[config.mk]
export PLATFORM = sky130hd
export DESIGN_NAME = noc_ni_tx
export DESIGN_NICKNAME = d
export VERILOG_FILES = /design/src/rtl/noc_pkg.sv /design/src/rtl/flit_parity.sv /design/src/rtl/noc_ni_tx.sv
export SDC_FILE = /design/constraint.sdc
export NUM_CORES = 1
export LEC_CHECK = 0
export ABC_AREA = 1
export CORE_MARGIN = 2
export CORE_UTILIZATION = 30
export DETAILED_ROUTE_END_ITERATION = 8
export DONT_BUFFER_PORTS = 1
export PLACE_DENSITY = 0.51
export SLEW_MARGIN = 20
export SYNTH_ARGS = -nofsm -noshare
export SYNTH_HDL_FRONTEND = slang
export SYNTH_HIERARCHICAL = 1
export SYNTH_SLANG_ARGS = --single-unit
[constraint.sdc]
create_clock -name clk -period 1.9 [get_ports clk]
set_input_delay 0.475 -clock clk [delete_from_list [all_inputs] [get_ports clk]]
set_output_delay 0.475 -clock clk [all_outputs]
set_load 0.005 [all_outputs]
[src/rtl/noc_pkg.sv]
// Shared NoC definitions: flit field map, flit type codes, NI transmit FSM encoding
// and helpers that assemble header/payload flits with the parity bit left at zero.
package noc_pkg;

    localparam int FLIT_W = 32;
    localparam int ADDR_W = 4;
    localparam int LEN_W  = 12;
    localparam int PLD_W  = 28;
    localparam int PID_W  = 8;
    localparam int TYPE_W = 3;

    localparam logic [TYPE_W-1:0] HEADER = 3'b001;
    localparam logic [TYPE_W-1:0] BODY   = 3'b010;
    localparam logic [TYPE_W-1:0] TAIL   = 3'b100;

    localparam int TYPE_LSB = 29;
    localparam int LEN_LSB  = 17;
    localparam int DST_LSB  = 13;
    localparam int SRC_LSB  = 9;
    localparam int PID_LSB  = 1;
    localparam int PLD_LSB  = 1;
    localparam int PAR_LSB  = 0;

    typedef enum logic [1:0] {
        ST_IDLE,
        ST_PAYLOAD,
        ST_DRAIN
    } ni_tx_state_e;

    function automatic logic [FLIT_W-1:0] header_flit(
        input logic [LEN_W-1:0]  len,
        input logic [ADDR_W-1:0] dst,
        input logic [ADDR_W-1:0] src,
        input logic [PID_W-1:0]  id
    );
        logic [FLIT_W-1:0] f;
        f = '0;
        f[TYPE_LSB +: TYPE_W] = HEADER;
        f[LEN_LSB  +: LEN_W]  = len;
        f[DST_LSB  +: ADDR_W] = dst;
        f[SRC_LSB  +: ADDR_W] = src;
        f[PID_LSB  +: PID_W]  = id;
        return f;
    endfunction

    function automatic logic [FLIT_W-1:0] payload_flit(
        input logic [TYPE_W-1:0] ftype,
        input logic [PLD_W-1:0]  pld
    );
        logic [FLIT_W-1:0] f;
        f = '0;
        f[TYPE_LSB +: TYPE_W] = ftype;
        f[PLD_LSB  +: PLD_W]  = pld;
        return f;
    endfunction

endpackage

[src/rtl/flit_parity.sv]
// Even-parity bit for the upper 31 flit bits; forced to zero when parity is disabled.
// Shared by the transmit side and the receive-side checker.
module flit_parity
    import noc_pkg::*;
(
    input  logic [FLIT_W-2:0] i_data,
    input  logic              i_parity_en,
    output logic              o_parity
);

    assign o_parity = i_parity_en & (^i_data);

endmodule

[src/rtl/noc_ni_tx.sv]
// Network-interface transmit side: turns a descriptor plus payload words into
// header/body/tail flits for the router Local port under RTS/CTS flow control.
module noc_ni_tx
    import noc_pkg::*;
#(
    parameter int DATA_WIDTH = 32,
    parameter bit PARITY_EN  = 1'b1
) (
    input  logic                  clk,
    input  logic                  rst,
    input  logic [ADDR_W-1:0]     cur_addr,
    input  logic                  pkt_valid,
    output logic                  pkt_ready,
    input  logic [ADDR_W-1:0]     pkt_dst,
    input  logic [LEN_W-1:0]      pkt_len,
    input  logic [PID_W-1:0]      pkt_id,
    input  logic                  pld_valid,
    output logic                  pld_ready,
    input  logic [PLD_W-1:0]      pld_data,
    output logic [DATA_WIDTH-1:0] TX,
    output logic                  RTS,
    input  logic                  DCTS,
    output logic                  busy,
    output logic                  pkt_sent,
    output logic                  len_err
);

    ni_tx_state_e          r_state;
    logic [LEN_W-1:0]      r_remaining;
    logic [DATA_WIDTH-1:0] r_tx;
    logic                  r_rts;
    logic                  r_pkt_sent;
    logic                  r_len_err;
    logic                  r_ready_en;

    logic                  w_slot_free;
    logic                  w_desc_hs;
    logic                  w_desc_ok;
    logic                  w_pld_hs;
    logic                  w_last;
    logic                  w_par;
    logic [FLIT_W-1:0]     w_flit_base;
    logic [FLIT_W-1:0]     w_flit;

    // The output register may take a new flit whenever the current one is absent or leaving.
    assign w_slot_free = !r_rts | DCTS;
    assign pkt_ready   = r_ready_en & (r_state == ST_IDLE) & w_slot_free;
    assign pld_ready   = (r_state == ST_PAYLOAD) & w_slot_free;
    assign w_desc_hs   = pkt_valid & pkt_ready;
    assign w_desc_ok   = (pkt_len >= 12'd2) && (pkt_dst != cur_addr);
    assign w_pld_hs    = pld_valid & pld_ready;
    assign w_last      = (r_remaining == 12'd1);

    always_comb begin
        // NOTE: both branches assign w_flit_base, so this stays purely combinational (no latch).
        if (r_state == ST_IDLE) begin
            w_flit_base = header_flit(pkt_len, pkt_dst, cur_addr, pkt_id);
        end else begin
            w_flit_base = payload_flit(w_last ? TAIL : BODY, pld_data);
        end
    end

    flit_parity u_flit_parity (
        .i_data      (w_flit_base[FLIT_W-1:PAR_LSB+1]),
        .i_parity_en (PARITY_EN),
        .o_parity    (w_par)
    );

    assign w_flit = w_flit_base | (FLIT_W'(w_par) << PAR_LSB);

    always_ff @(posedge clk or negedge rst) begin
        if (!rst) begin
            r_state     <= ST_IDLE;
            r_remaining <= '0;
            r_tx        <= '0;
            r_rts       <= 1'b0;
            r_pkt_sent  <= 1'b0;
            r_len_err   <= 1'b0;
            r_ready_en  <= 1'b0;
        end else begin
            // NOTE: non-blocking assignments keep every register update based on pre-edge values.
            r_ready_en <= 1'b1;
            r_pkt_sent <= 1'b0;
            r_len_err  <= 1'b0;
            case (r_state)
                ST_IDLE: begin
                    if (w_desc_hs) begin
                        if (w_desc_ok) begin
                            r_tx        <= w_flit;
                            r_rts       <= 1'b1;
                            r_remaining <= pkt_len - 12'd1;
                            r_state     <= ST_PAYLOAD;
                        end else begin
                            r_len_err <= 1'b1;
                        end
                    end
                end
                ST_PAYLOAD: begin
                    if (w_pld_hs) begin
                        r_tx        <= w_flit;
                        r_rts       <= 1'b1;
                        r_remaining <= r_remaining - 12'd1;
                        if (w_last) begin
                            r_state <= ST_DRAIN;
                        end
                    end else if (w_slot_free) begin
                        r_rts <= 1'b0;
                    end
                end
                ST_DRAIN: begin
                    // The tail is always presented here, so DCTS alone means it was taken.
                    if (DCTS) begin
                        r_rts      <= 1'b0;
                        r_pkt_sent <= 1'b1;
                        r_state    <= ST_IDLE;
                    end
                end
                default: r_state <= ST_IDLE;
            endcase
        end
    end

    assign TX       = r_tx;
    assign RTS      = r_rts;
    assign pkt_sent = r_pkt_sent;
    assign len_err  = r_len_err;
    assign busy     = (r_state != ST_IDLE) | r_rts;

endmodule

=== Yosys cells after proc, flatten, opt, wreduce, memory -nomap -nowiden ===
Index checks and enable logic that the tools add are counted.

* $add $sub $neg: 2
* Order comparisons: 1
* Equality and inequality tests: 10
* Mux-type cells: 27
* Bitwise logic cells: 8
* Reductions and logical operators: 10

{| class="wikitable"
|+ Operator list
! kind !! count
|-
| 32-bit two-way mux || 4
|-
| 32-bit case mux with 2 select lines || 1
|-
| 12-bit two-way mux || 3
|-
| 32-bit by 1-bit OR with 32-bit output || 1
|-
| 31-bit parity || 1
|-
| 12-bit case mux with 2 select lines || 1
|-
| 12-bit by 1-bit subtractor with 12-bit output (second input constant) || 2
|-
| 12-bit by 1-bit equality test with 1-bit output (second input constant) || 1
|-
| 12-bit by 2-bit >= comparator with 1-bit output (second input constant) || 1
|-
| 1-bit two-way mux || 10
|-
| 2-bit two-way mux || 5
|-
| 2-bit != test (second input constant) || 5
|-
| 5-bit AND reduction || 2
|-
| 2-bit case mux with 3 select lines || 1
|-
| 1-bit AND || 5
|-
| 4-bit != test || 1
|-
| 4-bit AND reduction || 1
|-
| 2-bit nonzero test || 2
|-
| 3-bit two-way mux || 1
|-
| 3-bit != test (second input constant) || 1
|-
| 1-bit case mux with 3 select lines || 1
|-
| 3-bit nonzero test || 1
|-
| 2-bit by 1-bit equality test with 1-bit output (second input constant) || 1
|-
| 2-bit equality test (second input constant) || 1
|-
| 4 further kinds || 5
|}

* Register bits: 50
* Input port bits: 61
* Output and inout port bits: 38

=== Logic depth before layout (Yosys ltp) ===
Gate-level depths: netlist (run 1).

* Depth after elaboration: 8
* Mapped depth: 21

=== Hierarchy ===
The synthesis (run 1) kept the hierarchy.

{| class="wikitable"
|+ Modules (own cells, without submodules)
! module !! instances !! cells an instance !! area an instance (um^2) !! sequential area each (um^2)
|-
| noc_ni_tx || 1 || 461 || 3036.7 || 1251.2
|-
| flit_parity || 1 || 202 || 785.8 || 0.0
|}

=== Worst setup path after synthesis (run 1) ===
Ideal clock, no wire load.

* Kind: reg-to-reg
* Start: register r_state[1]
* End: register r_tx[0], in the netlist TX[0]
* Data arrival time: 1960 ps
* Required time: 1784 ps
* Setup slack: -177 ps
* Stages on the path, launching flop included: 21
* Cells stage by stage: dfrtp_1 > nor2_4 > inv_1 > buf_2 > buf_2 > nand2_1 > o21ai_0 > nand2_1 > inv_1 > nor2_1 > nand2_1 > nand2_1 > nand2_1 > nand2_1 > nand2_1 > nand2_2 > nand2_1 > nand2_1 > nor2_2 > nand2_1 > nand2_1

* Longest elaborated chain between the ends: 7

{| class="wikitable"
|+ RTL lines
! item !! line !! RTL
|-
| from (decl) || noc_ni_tx.sv:28 || <nowiki>ni_tx_state_e r_state;</nowiki>
|-
| from (signal assigned) || noc_ni_tx.sv:73 || <nowiki>r_state <= ST_IDLE;</nowiki>
|-
| from (signal assigned) || noc_ni_tx.sv:92 || <nowiki>r_state <= ST_PAYLOAD;</nowiki>
|-
| from (signal assigned) || noc_ni_tx.sv:104 || <nowiki>r_state <= ST_DRAIN;</nowiki>
|-
| 2-bit zero test (*) || noc_ni_tx.sv:56 || <nowiki>if (r_state == ST_IDLE) begin</nowiki>
|-
| 32-bit two-way mux (*) || noc_ni_tx.sv:56 ||
|-
| 31-bit parity (*) || flit_parity.sv:11 || <nowiki>assign o_parity = i_parity_en & (^i_data);</nowiki>
|-
| 32-bit by 1-bit OR with 32-bit output (*) || noc_ni_tx.sv:69 || <nowiki>assign w_flit = w_flit_base | (FLIT_W'(w_par) << PAR_LSB);</nowiki>
|-
| via w_flit[0] || noc_ni_tx.sv:43 || <nowiki>logic [FLIT_W-1:0] w_flit;</nowiki>
|-
| 32-bit two-way mux || noc_ni_tx.sv:88 || <nowiki>if (w_desc_ok) begin</nowiki>
|-
| 32-bit two-way mux || noc_ni_tx.sv:87 || <nowiki>if (w_desc_hs) begin</nowiki>
|-
| 32-bit case mux with 2 select lines (*) || noc_ni_tx.sv:85 || <nowiki>case (r_state)</nowiki>
|-
| to (signal assigned) || noc_ni_tx.sv:89 || <nowiki>r_tx <= w_flit;</nowiki>
|-
| to (signal assigned) || noc_ni_tx.sv:100 || <nowiki>r_tx <= w_flit;</nowiki>
|-
| to (decl) || noc_ni_tx.sv:30 || <nowiki>logic [DATA_WIDTH-1:0] r_tx;</nowiki>
|}

Mark *: on every way through the listed nets, which the timed path passes. The rest lies on a longest branch. The select of a mux whose other input is x is not followed.
A chain may end at the register's enable or synchronous reset.

=== Worst setup path in the final report (run 1) ===
* Start: register r_remaining[8]
* End: register r_tx[0], in the netlist TX[0]

* Longest elaborated chain between the ends: 8

{| class="wikitable"
|+ RTL lines
! item !! line !! RTL
|-
| from (decl) || noc_ni_tx.sv:29 || <nowiki>logic [LEN_W-1:0] r_remaining;</nowiki>
|-
| from (signal assigned) || noc_ni_tx.sv:91 || <nowiki>r_remaining <= pkt_len - 12'd1;</nowiki>
|-
| from (signal assigned) || noc_ni_tx.sv:102 || <nowiki>r_remaining <= r_remaining - 12'd1;</nowiki>
|-
| 12-bit by 1-bit equality test with 1-bit output (*) || noc_ni_tx.sv:52 || <nowiki>assign w_last = (r_remaining == 12'd1);</nowiki>
|-
| 3-bit two-way mux (*) || noc_ni_tx.sv:59 || <nowiki>w_flit_base = payload_flit(w_last ? TAIL : BODY, pld_data);</nowiki>
|-
| 32-bit two-way mux (*) || noc_ni_tx.sv:56 ||
|-
| 31-bit parity (*) || flit_parity.sv:11 ||
|-
| 32-bit by 1-bit OR with 32-bit output (*) || noc_ni_tx.sv:69 ||
|-
| via w_flit[0] || noc_ni_tx.sv:43 ||
|-
| 32-bit two-way mux || noc_ni_tx.sv:88 ||
|-
| 32-bit two-way mux || noc_ni_tx.sv:87 ||
|-
| 32-bit case mux with 2 select lines (*) || noc_ni_tx.sv:85 ||
|}

Marked as above.

==> results of run 1 <==
-- repair_timing --
action,4_1_cts,5_1_grt
buffers inserted,3,4
hold buffers,1,0
pin swaps,2,17
gates resized for setup,19,30
endpoints found under the setup margin,2,41
cloned,0,0
endpoints found under the hold margin,50,0
-- power by group through the flow --
stage	clock network, mW	logic [mW]	registers (mW)
2_1_floorplan	0	3.54	1.84
3_3_place_gp	0	4.94	1.91
3_5_place_dp	0	5.02	1.91
4_1_cts	0.947	5.25	1.90
5_1_grt	1.00	6.22	1.98
6_report	0.895	5.44	1.91
-- cells in the mapped netlist (all sizes together) --
cell type    n  area [um2]
a21oi        1        5.00
buf         14        93.8
clkbuf       3        11.3
conb         1        3.75
dfrtp       50        1250
ha           4        50.1
inv         76         285
mux2i        1        10.0
nand2      378        1420
nand3       32         165
nand3b       1        7.51
nand4        2        12.5
nor2        51         226
nor3         1        5.00
nor4         1        6.26
o21a         1        7.51
o21ai       38         190
or2          1        6.26
xnor2        3        26.3
xor2         4        35.0
-- worst reg2reg max path, delay by kind of cell (launching register included) --
family,cells,cell delay [ns]
buffers and inverters,2,0.15
flip-flops,1,0.39
AND/OR/NAND/NOR,16,1.42
-- final cells by class --
type	count	share of cell area
Clock buffer	7	0.0268
Clock inverter	1	0.00152
Inverter	76	0.0588
Multi-Input combinational cell	521	0.495
Sequential cell	50	0.254
Tap cell	172	0.0436
Timing Repair Buffer	66	0.121
-- final timing paths --
kind	startpoint	end	cells after the start
min reg2reg	TX[6]	TX[6]	2
max reg2reg	r_remaining[8]	TX[0]	18
max	r_remaining[8]	TX[0]	18
min in group clk	DCTS	r_state[1]	1
min	rst	TX[20]	1
max in group asynchronous	rst	r_state[1]	1
-- metrics by stage --
| step | TNS, ns | hold slack, ns | cell area, um2 |
|---|---|---|---|
| finish | -0.157 | 0.0327 | 4940 |
| global route | -0.400 | 0.0444 | 4940 |
| CTS | -0.158 | 0.0406 | 4800 |
| detailed placement | -0.249 | 0.181 | 4520 |
| global placement | -0.222 | 0.181 | 4520 |
| floorplan | -0.0126 | 0.179 | 3950 |
-- flip-flops by register name (all words and copies together), names as in the netlist --
signal / flops
pkt_sent: 1
r_state: 2
r_ready_en: 1
len_err: 1
r_remaining: 12
RTS: 1
TX: 32
-- per-layer routing --
metal  vias up  part of all wire  global-route usage
li1       2108                 -                   -
met1      1771              0.43               0.209
met2       111              0.48               0.286
met3         9             0.074              0.0453
met4         0             0.012              0.0510
met5         -                 0                   0
-- logic make-up (layout without fill, tap and decap cells) --
| kind of cell | Yosys count | after routing | synth area share |
|---|---|---|---|
| adder cells (fa/ha/maj) | 4 | 4 | 0.0131 |
| other | 1 | 2 | 0.000981 |
| AO/OA/AOI/OAI | 40 | 40 | 0.0530 |
| XOR/XNOR | 7 | 7 | 0.0160 |
| multiplexers | 1 | 1 | 0.00262 |
| buffers and inverters | 93 | 150 | 0.102 |
| flip-flops | 50 | 50 | 0.327 |
| AND/OR/NAND/NOR | 467 | 467 | 0.485 |
==> metrics.sh, run 1 <==
FRACTION_OF_THE_CORE_AREA_COVERED_BY_CELLS_AT_THE_END_OF_THE_FLOW=0.395
CRITPATHSLOWESTCELL='sky130_fd_sc_hd__dfrtp_1'
SYNTH_CELL_TYPE_COUNT=28
FIRST_PASS_GRT_WIRE_LENGTH_UM=17900
CLOCKPOWERSHARE=0.109
H_TREE_LEVEL_COUNT=2
LAYOUT-DRIVE-GT1-SHARE=0.202
SYNTHESIS.AREA_MM2=0.00382
HOLD_CLASS='in -> async'
FINAL-INSTANCE-COUNT-EXCL-FILL=893
START_UTIL=0.305
VIA_COUNT_OF_THE_FIRST_GLOBAL_ROUTING_PASS=3739
LAYOUT.CELLS.MOST_COMMON='sky130_fd_sc_hd__nand2_1'
POWER.SHARE.COMBINATIONAL=0.660
IO_PINS=99
PERIOD_SHARE=1.08
DP_HPWL_UM=8670
TIMING.CRITICAL_PATH.BUF_INV=2
REPORT.FINAL.HOLD_VIOL_COUNT=0
HIGHEST_COUNT_CELLS_IN_THE_LAYOUT_IGNORING_FILL_AND_TAPS='sky130_fd_sc_hd__nand2_1 (355), sky130_fd_sc_hd__inv_1 (66), sky130_fd_sc_hd__buf_4 (56)'
RD_PLACE_CONGESTION=0.892
POWER_mW=8.24
ACHIEVABLE-FREQUENCY_MHz=486
POSTSYNTHREGISTERBITS=50
PLACEMENT_ROWS=41
CLOCKBUFFERDEPTH=2
WORST_REG2REG_SETUP_SLACK_NS=-0.16
POSTSYNTHAREAPERCELL_UM2=5.77
CTS-ROOT-BUF='sky130_fd_sc_hd__clkbuf_16'
CP.ARRIVAL_NS=2.24
CLOCK-SKEW-FINAL_NS=0.00578
DESIGN.FINAL.NETS=785
FILLERINSTANCES=1339
YOSYSSEQAREASHARE=0.327
PWR_DENSITY_CELL_mW_PER_MM2=1670
START_KIND='flip-flop'
MAXSLEWVIOLCOUNT=0
PLACE_WORST_SETUP_SLACK_NS=-0.249
SETUP_REPAIR_AFTER_GLOBAL_ROUTING_MISSED_ITS_MARGIN='true'
LEAKAGEPOWER_nW=2.81
CP_REQUIRED_NS=2.09
CAP_VIOL_MAX_COUNT=0
DRT-WIRELENGTH-PER-CELL_UM=12.5
GRT_MAX_DEGREE=51
FIRSTDRTPASSITERS=4
INTPOWER_mW=4.24
SYN_TO_FINAL_GROWTH_PCT=29.2
POST_ROUTE_MINIMUM_PERIOD_NS=2.06
WORSTSETUPENDPOINTTYPE='flip-flop'
POWER.NET_SWITCHING_mW=4.00
POST-ROUTE-WORST-SETUP-SLACK_NS=-0.157
DRT_FIRST_ITER_VIOLATIONS=206
CLKSINKCOUNT=50
VDD_IR_DROP_MAX_uV=454
IO_BUFFER_COUNT=0
AREA_OF_COMBINATIONAL_CELLS_WITH_MULTIPLE_INPUTS_MM2=0.00245
INITIAL_ANTENNA_VIOLATION_COUNT=0
CLK_PIN_SLEW_NS=0.07
CRIT_TOP_CELL='sky130_fd_sc_hd__nand2_1'
DIE_W_UM=117
OUTCOME='complete, but fails checks'
DRC=0
NETLIST_INSTANCES=663
CTS-BUFFERS-INSERTED=5
FP.COREAREA_MM2=0.0125
VIOLATIONS='negative setup slack'
SEQUENTIAL_CELL_AREA_MM2=0.00125
POWER.SEQUENTIAL.FRACTION=0.231
SYNTH_WARNINGS=6
GRT_UTIL_ALL_LAYERS=0.168
CLK-INSERTION-DELAY-LATE_NS=0.29
CRITICAL-PATH-TOP-DELAY-FAMILY='simple AND/OR/NAND/NOR gates'
CTS_TREE='done'
WORSTPATHCELLLIST='nor2_2 -> nand2_2 -> nor4_4 -> inv_1 -> nand2_2 -> nand2_2 -> nand2_2 -> inv_2 -> nor2_2 -> nand2_1 -> nand2_1 -> nand2_1 -> nand2_2 -> nand2_1 -> nand2_1 -> nor2_2 -> nand2_1 -> nand2_1'
ROUTE.ANTENNA.REMAINING_NETS=0
MAX_STAGE_DELAY_NS=0.39
CP_MAX_FO=3
VIA_PER_INST=4.48
FP.DIEAREA_MM2=0.0137
CRITICALPATHCATEGORY='reg -> reg'
VIAS=3999
PLACE.DETAILED.INSTANCES=877
GRT_REMAINING_OVERFLOW=0
FINALWIRELENGTH_UM=11200
SW_FRAC_OF_TOTAL=0.485
TIMING.FINAL.SETUP_VIOLATIONS=1
DIE_H_UM=117
NUM_ANTENNA_CELLS=0
(Power assumes the default switching activity.)
==> run 2, diff against run 1 <==
- ABC_AREA: 1 -> 0
==> run 2 against run 1 <==
Non-clock buffer count stayed put. Sequential power is 7% lower. Clock skew is 0.011 ns higher. Register-to-register slack worse by 0.44 ns. Highest routed layer unchanged. Critical endpoint unchanged. Sequential cell count stayed put. The run still ends with negative setup slack left. Global-route usage is 1.2 points lower.
==> metrics.sh, run 2 <==
OUTCOME='complete, but fails checks'
VIOLATIONS='negative setup slack'
PLACEMENT_ROWS=37  # -9.8%
VIA_COUNT_OF_THE_FIRST_GLOBAL_ROUTING_PASS=2526  # -32%
GRT_REMAINING_OVERFLOW=0  # unchanged
NETLIST_INSTANCES=290  # -56%
CTS_TREE='done'
FP.DIEAREA_MM2=0.0114  # -17%
SYNTH_TOP_AREA_CELL='sky130_fd_sc_hd__dfrtp_1'
HIGHEST_COUNT_CELLS_IN_THE_LAYOUT_IGNORING_FILL_AND_TAPS='sky130_fd_sc_hd__dfrtp_1 (50), sky130_fd_sc_hd__buf_4 (39), sky130_fd_sc_hd__mux2_4 (34)'
CTS-BUFFERS-INSERTED=5  # unchanged
LAYOUT.CELL_AREA.NON_FILLER_MM2=0.00438  # -11%
CRITPATHSLOWESTCELL='sky130_fd_sc_hd__dfrtp_1'
CLKSINKCOUNT=50  # unchanged
FRACTION_OF_THE_CORE_AREA_COVERED_BY_CELLS_AT_THE_END_OF_THE_FLOW=0.426  # +0.0311
SYNTH_CELL_TYPE_COUNT=52  # +86%
IO_BUFFER_COUNT=0  # unchanged
CP_MAX_FO=6  # +3
FIRSTDRTPASSITERS=4  # unchanged
INITIAL_ANTENNA_VIOLATION_COUNT=0  # unchanged
SYNTH_ENABLE_FLOP_CELLS=0  # unchanged
GRT_UTIL_ALL_LAYERS=0.156  # -0.0121
CAP_VIOL_MAX_COUNT=0  # unchanged
PERIOD_SHARE=1.31  # +0.233
TIMING.FINAL.SETUP_VIOLATIONS=46  # +45
ACHIEVABLE-FREQUENCY_MHz=400  # -18%
START_UTIL=0.308  # +0.00227
WORSTSETUPENDPOINTTYPE='flip-flop'
SYNTHESIS.AREA_MM2=0.00316  # -17%
ROUTE.ANTENNA.REMAINING_NETS=0  # unchanged
MAXSLEWVIOLCOUNT=0  # unchanged
DRC=0  # unchanged
CTS-ROOT-BUF='sky130_fd_sc_hd__clkbuf_8'
DRT_FIRST_ITER_VIOLATIONS=106  # -49%
PLACE_WORST_SETUP_SLACK_NS=-0.699  # -0.449 ns
GRT_MAX_DEGREE=51  # unchanged
HOLDWS_NS=0.00465  # -0.0281 ns
DIE_H_UM=107  # -8.7%
CP_REQUIRED_NS=2.12  # +0.03 ns
PLACE.DETAILED.INSTANCES=460  # -48%
DESIGN.FINAL.NETS=419  # -47%
WORSTPATHCELLLIST='nor2_4 -> buf_12 -> buf_4 -> mux2_4 -> xnor3_1 -> xnor3_1 -> xnor3_1 -> xnor3_1 -> and2_1 -> nand2_1 -> nand2_1'
YOSYSSEQAREASHARE=0.396  # +0.0684
FIRST_PASS_GRT_WIRE_LENGTH_UM=14000  # -22%
HOLD_CLASS='in -> async'
CLK_PIN_SLEW_NS=0.11  # +0.04 ns
REPORT.FINAL.HOLD_VIOL_COUNT=0  # unchanged
LARGEST_REGISTER_FF_COUNT=32  # unchanged
SETUP_TNS_NS=-12.97  # -12.82 ns
RD_PLACE_CONGESTION=0.765  # -14%
CLOCK-SKEW-FINAL_NS=0.0166  # +0.0108 ns
DP_HPWL_UM=6160  # -29%
CP.ARRIVAL_NS=2.72  # +0.48 ns
POST-ROUTE-WORST-SETUP-SLACK_NS=-0.598  # -0.442 ns
POST_SYNTH_MAIN_AREA_CONTRIBUTORS='sky130_fd_sc_hd__dfrtp_1 (40%), sky130_fd_sc_hd__mux2_2 (21%), sky130_fd_sc_hd__xnor2_1 (6.4%), sky130_fd_sc_hd__xnor3_1 (2.8%), sky130_fd_sc_hd__xor2_1 (2.8%)'
MAX_STAGE_DELAY_NS=0.42  # +0.03 ns
FP.COREAREA_MM2=0.0103  # -18%
LAYOUT-DRIVE-GT1-SHARE=0.482  # +0.279
SYN_TO_FINAL_GROWTH_PCT=38.4
YOSYS.AREA.TOP_TYPE_SHARE=0.396  # +0.0265
CLK-INSERTION-DELAY-LATE_NS=0.32  # +0.03 ns
DETAILED_PLACE.AREA_MM2=0.00363  # -20%
H_TREE_LEVEL_COUNT=2  # unchanged
CRITICALPATHCATEGORY='reg -> reg'
WORST_REG2REG_SETUP_SLACK_NS=-0.60  # -0.44 ns
FINAL-INSTANCE-COUNT-EXCL-FILL=491  # -45%
SYNTHARSTFLOPSHARE=1.00  # unchanged
SYNTHFLOPTYPE='sky130_fd_sc_hd__dfrtp_1'
POSTSYNTHREGISTERBITS=50  # unchanged
POWER_mW=5.02  # -39%
LEAKAGEPOWER_nW=1.90  # -32%
POST_ROUTE_MINIMUM_PERIOD_NS=2.50  # +0.442 ns
YOSYSMOSTFREQUENTCELL='sky130_fd_sc_hd__mux2_2'
FINALWIRELENGTH_UM=9190  # -18%
DIE_W_UM=107  # -8.7%
CRIT_TOP_CELL='sky130_fd_sc_hd__xnor3_1'
NUM_ANTENNA_CELLS=0  # unchanged
SYNTH_WARNINGS=6  # unchanged
PWR_DENSITY_CELL_mW_PER_MM2=1150  # -31%
CLOCKBUFFERDEPTH=2  # unchanged
VDD_IR_DROP_MAX_uV=509  # +12%
LAYOUT.CELLS.MOST_COMMON='sky130_fd_sc_hd__dfrtp_1'
START_KIND='flip-flop'
MOST_INSTANTIATED_CELLS_AFTER_SYNTHESIS='sky130_fd_sc_hd__mux2_2 (58), sky130_fd_sc_hd__dfrtp_1 (50), sky130_fd_sc_hd__xnor2_1 (23)'
IO_PINS=99  # unchanged
VIA_PER_INST=5.07  # +13%
VIAS=2491  # -38%
DRT-WIRELENGTH-PER-CELL_UM=18.7  # +50%
SETUP_REPAIR_AFTER_GLOBAL_ROUTING_MISSED_ITS_MARGIN='true'
POSTSYNTHAREAPERCELL_UM2=10.9  # +89%
[run 2: cell count changes in the layout (fill, tap and decap cells not counted), sizes merged, moves of 6 or more]
cell   change
nor3       +9
a21oi     +12
o21ai     -26
nand2    -360
nand3     -25
nor2      -33
xnor2     +21
inv       -66
xor2       +6
mux2      +58
[run 2: logic make-up after synthesis]
family,after synthesis,synth area share
XOR/XNOR,38,0.125
flip-flops,50,0.396
other,1,0.00119
AND/OR/NAND/NOR,77,0.133
buffers and inverters,19,0.0336
adder cells (fa/ha/maj),4,0.0158
AO/OA/AOI/OAI,43,0.0894
multiplexers,58,0.207
[run 2: metal layers]
metal / wire length [um] / up-vias / track usage
li1: - / 1163 / -
met2: 4750 / 78 / 0.273
met5: 0 / - / 0
met1: 3750 / 1237 / 0.192
met4: 132 / 0 / 0.0353
met3: 549 / 13 / 0.0426
[run 2: worst paths after layout]
path                                 start    endpoint  cells past startpoint
max in group asynchronous              rst      TX[29]                      1
worst max register to register  r_state[0]       TX[0]                     11
min in group clk                      DCTS  r_state[1]                      1
worst max-delay path            r_state[0]       TX[0]                     11
worst min-delay path                   rst  r_state[0]                      1
worst min register to register      TX[29]      TX[29]                      2
[run 2: final cells by class]
| class | instances | area, um2 |
|---|---|---|
| flip-flops and latches | 50 | 1250 |
| clock inverters | 3 | 22.5 |
| fillers | 999 | 5900 |
| repair buffers | 66 | 709 |
| inverters | 8 | 30.0 |
| well taps | 136 | 170 |
| clock buffers | 5 | 68.8 |
| multi-input cells | 223 | 2120 |
[run 2: critical path: cells and delay by family (launching register included)]
kind	cells	cell delay, ns
xor+xnor	4	1.07
flops	1	0.42
simple gates	4	0.38
mux	1	0.30
buf+inv	2	0.24
[run 2: power breakdown]
group,internal [mW],switching (mW),leakage [nW],total [mW]
logic,1.56,0.995,1.26,2.55
clock network,0.268,0.411,0.0489,0.679
registers,1.45,0.331,0.591,1.78
total,3.28,1.74,1.90,5.02
[run 2: repair_timing]
item	CTS	global route
buffers inserted	14	5
cloned	3	3
setup endpoints to repair	44	46
pin swaps	9	3
hold buffers	1	0
resized for setup	72	22
hold endpoints to repair	50	0
==> run 3, diff against run 2 <==
- PLACE_DENSITY: 0.51 -> default
==> run 3 against run 2 <==
The flow still finishes with violations (negative setup slack). Largest power group unchanged. Worst setup slack worse by 0.040 ns. Register-to-register slack worse by 0.04 ns. Clock power shrank 9.4%. Wire length is 5.1% lower. Highest routed layer unchanged. Power shrank 2.2%. Non-clock buffer count shrank 4. Cell count shrank 1.0%. Global-route usage fell by 0.83 points. Cell area is 1.0% lower. Sequential power about the same. Largest cell class unchanged. Critical path type unchanged. Utilization fell by 0.43 points.
==> metrics.sh, run 3 (synthesis results as in run 2) <==
VIA_PER_INST=5.01  # -1.2%
CTS-BUFFERS-INSERTED=5  # unchanged
PLACEMENT_ROWS=37  # unchanged
WORSTPATHCELLLIST='nor2_4 -> buf_12 -> buf_4 -> buf_6 -> mux2_2 -> xnor2_2 -> xnor3_1 -> xnor3_1 -> xnor3_1 -> and2_1 -> nand2_1 -> nand2_1'
DRT_FIRST_ITER_VIOLATIONS=148  # +40%
IO_BUFFER_COUNT=0  # unchanged
DRC=0  # unchanged
CLOCKBUFFERDEPTH=2  # unchanged
CLOCK-SKEW-FINAL_NS=0.00542  # -0.0112 ns
HOLD_CLASS='in -> async'
DP_HPWL_UM=5860  # -4.9%
GRT_UTIL_ALL_LAYERS=0.148  # -0.00830
SETUP_REPAIR_AFTER_GLOBAL_ROUTING_MISSED_ITS_MARGIN='true'
CRITICAL_PATH.REG2REG.ENDPOINT='TX[0]'
CP_REQUIRED_NS=2.10  # -0.02 ns
HOLDWS_NS=0.0181  # +0.0134 ns
LEAKAGEPOWER_nW=1.86  # -2.5%
VDD_IR_DROP_MAX_uV=720  # +41%
FIRSTDRTPASSITERS=4  # unchanged
OUTCOME='complete, but fails checks'
GRT_MAX_DEGREE=51  # unchanged
ACHIEVABLE-FREQUENCY_MHz=394  # -1.6%
CAP_VIOL_MAX_COUNT=0  # unchanged
RELSLEWSLACK=0.585
CRITICAL_PATH.REG2REG.STARTPOINT='r_state[0]'
DIE_H_UM=107  # unchanged
GRT_REMAINING_OVERFLOW=0  # unchanged
POWER_mW=4.91  # -2.2%
CRITPATHSLOWESTCELL='sky130_fd_sc_hd__dfrtp_1'
CLK_PIN_SLEW_NS=0.09  # -0.02 ns
INITIAL_ANTENNA_VIOLATION_COUNT=0  # unchanged
FIRST_PASS_GRT_WIRE_LENGTH_UM=13300  # -4.6%
VIOLATIONS='negative setup slack'
ROUTE.ANTENNA.REMAINING_NETS=0  # unchanged
CRITICALPATHCATEGORY='reg -> reg'
HIGHEST_COUNT_CELLS_IN_THE_LAYOUT_IGNORING_FILL_AND_TAPS='sky130_fd_sc_hd__dfrtp_1 (50), sky130_fd_sc_hd__buf_4 (33), sky130_fd_sc_hd__mux2_4 (31)'
FINALWIRELENGTH_UM=8720  # -5.1%
PERIOD_SHARE=1.34  # +0.0209
DRT-WIRELENGTH-PER-CELL_UM=17.9  # -4.2%
POST-ROUTE-WORST-SETUP-SLACK_NS=-0.638  # -0.0397 ns
VIAS=2435  # -2.2%
WORSTSETUPENDPOINTTYPE='flip-flop'
TIMING.FINAL.SETUP_VIOLATIONS=47  # +2.2%
FILLERINSTANCES=977  # -2.2%
TIMING.REG2REG.WORST_PATH_DEPTH=12  # +1
PWR_DENSITY_CELL_mW_PER_MM2=1130  # -1.2%
RD_PLACE_CONGESTION=0.827  # +8.1%
FP.COREAREA_MM2=0.0103  # unchanged
LARGEST_REGISTER_FF_COUNT=32  # unchanged
CTS-ROOT-BUF='sky130_fd_sc_hd__clkbuf_8'
FRACTION_OF_THE_CORE_AREA_COVERED_BY_CELLS_AT_THE_END_OF_THE_FLOW=0.421  # -0.00426
H_TREE_LEVEL_COUNT=2  # unchanged
START_UTIL=0.308  # unchanged
DIE_W_UM=107  # unchanged
CLK-INSERTION-DELAY-LATE_NS=0.30  # -0.02 ns
MAX_STAGE_DELAY_NS=0.42  # about the same
LAYOUT-DRIVE-GT1-SHARE=0.466  # -0.0160
SYN_TO_FINAL_GROWTH_PCT=37.0
DESIGN.FINAL.NETS=415  # -0.95%
CP_MAX_FO=5  # -1
FP.DIEAREA_MM2=0.0114  # unchanged
MAXSLEWVIOLCOUNT=0  # unchanged
WORST_REG2REG_SETUP_SLACK_NS=-0.64  # -0.04 ns
LAYOUT.CELLS.MOST_COMMON='sky130_fd_sc_hd__dfrtp_1'
VIA_COUNT_OF_THE_FIRST_GLOBAL_ROUTING_PASS=2589  # +2.5%
CLKSINKCOUNT=50  # unchanged
CTS_TREE='done'
POST_ROUTE_MINIMUM_PERIOD_NS=2.54  # +0.0397 ns
CRIT_TOP_CELL='sky130_fd_sc_hd__xnor3_1'
NUM_ANTENNA_CELLS=0  # unchanged
IO_PINS=99  # unchanged
REPORT.FINAL.HOLD_VIOL_COUNT=0  # unchanged
WORSTMARGINPINSLEW_NS=0.618
START_KIND='flip-flop'
CP.ARRIVAL_NS=2.74  # +0.02 ns
## run 3: cell count changes in the layout (fill, tap and decap cells not counted), sizes merged
cell      before  now
clkinvlp       0    1
clkinv         1    0
inv           10    8
buf           63   61
clkbuf         8    7
## run 3: worst max-delay path by stage
stage | from | endpoint | slack [ns] | depth (start not counted)
after floorplan | pkt_len[8] | r_remaining[5] | -0.13 | 6
after global placement | r_state[1] | TX[0] | -0.65 | 10
after detailed placement | r_state[1] | TX[0] | -0.67 | 10
after CTS | r_state[0] | TX[0] | -0.60 | 11
after global routing | r_state[0] | TX[0] | -0.76 | 11
final | r_state[0] | TX[0] | -0.64 | 12
## run 3: power by group
group | internal [mW] | switching, mW | total, mW
Sequential | 1.45 | 0.322 | 1.78
Clock | 0.254 | 0.361 | 0.615
Combinational | 1.53 | 0.982 | 2.52
## run 3: worst max-delay path: cells and delay by family (launching register included)
kind	cells	cell delay, ns
xor gates and xnor gates	4	0.95
buffers and inverters	3	0.33
DFF	1	0.42
muxes	1	0.36
and+or+nand+nor	4	0.37
## run 3: metrics by stage
stage          TNS (ns)  setup slack (ns)  cell area, um2  instances
2_1_floorplan     -2.97            -0.127            3200        291
3_3_place_gp     -11.42            -0.649            3610        455
3_5_place_dp     -11.16            -0.669            3610        455
4_1_cts          -11.58            -0.597            3980        475
5_1_grt          -19.91            -0.763            4330        486
6_report         -16.94            -0.638            4330        486
## run 3: final cells by class
| type | count | area (um2) | share of cell area |
|---|---|---|---|
| clock buffer | 6 | 72.6 | 0.0168 |
| clock inverter | 1 | 7.51 | 0.00173 |
| inverter | 8 | 30.0 | 0.00693 |
| multi-input combinational | 223 | 2090 | 0.484 |
| sequential | 50 | 1250 | 0.289 |
| tap | 136 | 170 | 0.0393 |
| timing repair buffer | 62 | 706 | 0.163 |
## run 3: metal layers
metal | global-route usage | up-vias | share of wire
li1 | - | 1150 | -
met1 | 0.174 | 1196 | 0.41
met2 | 0.260 | 72 | 0.51
met3 | 0.0371 | 17 | 0.055
met4 | 0.0519 | 0 | 0.025
met5 | 0 | - | 0
## run 3: repair_timing
action / CTS / global route
gates resized for setup: 22 / 74
gates cloned: 4 / 1
pin swaps: 6 / 15
endpoints found under the setup margin: 44 / 48
hold buffers: 1 / 0
endpoints found under the hold margin: 50 / 0
buffers inserted: 8 / 14
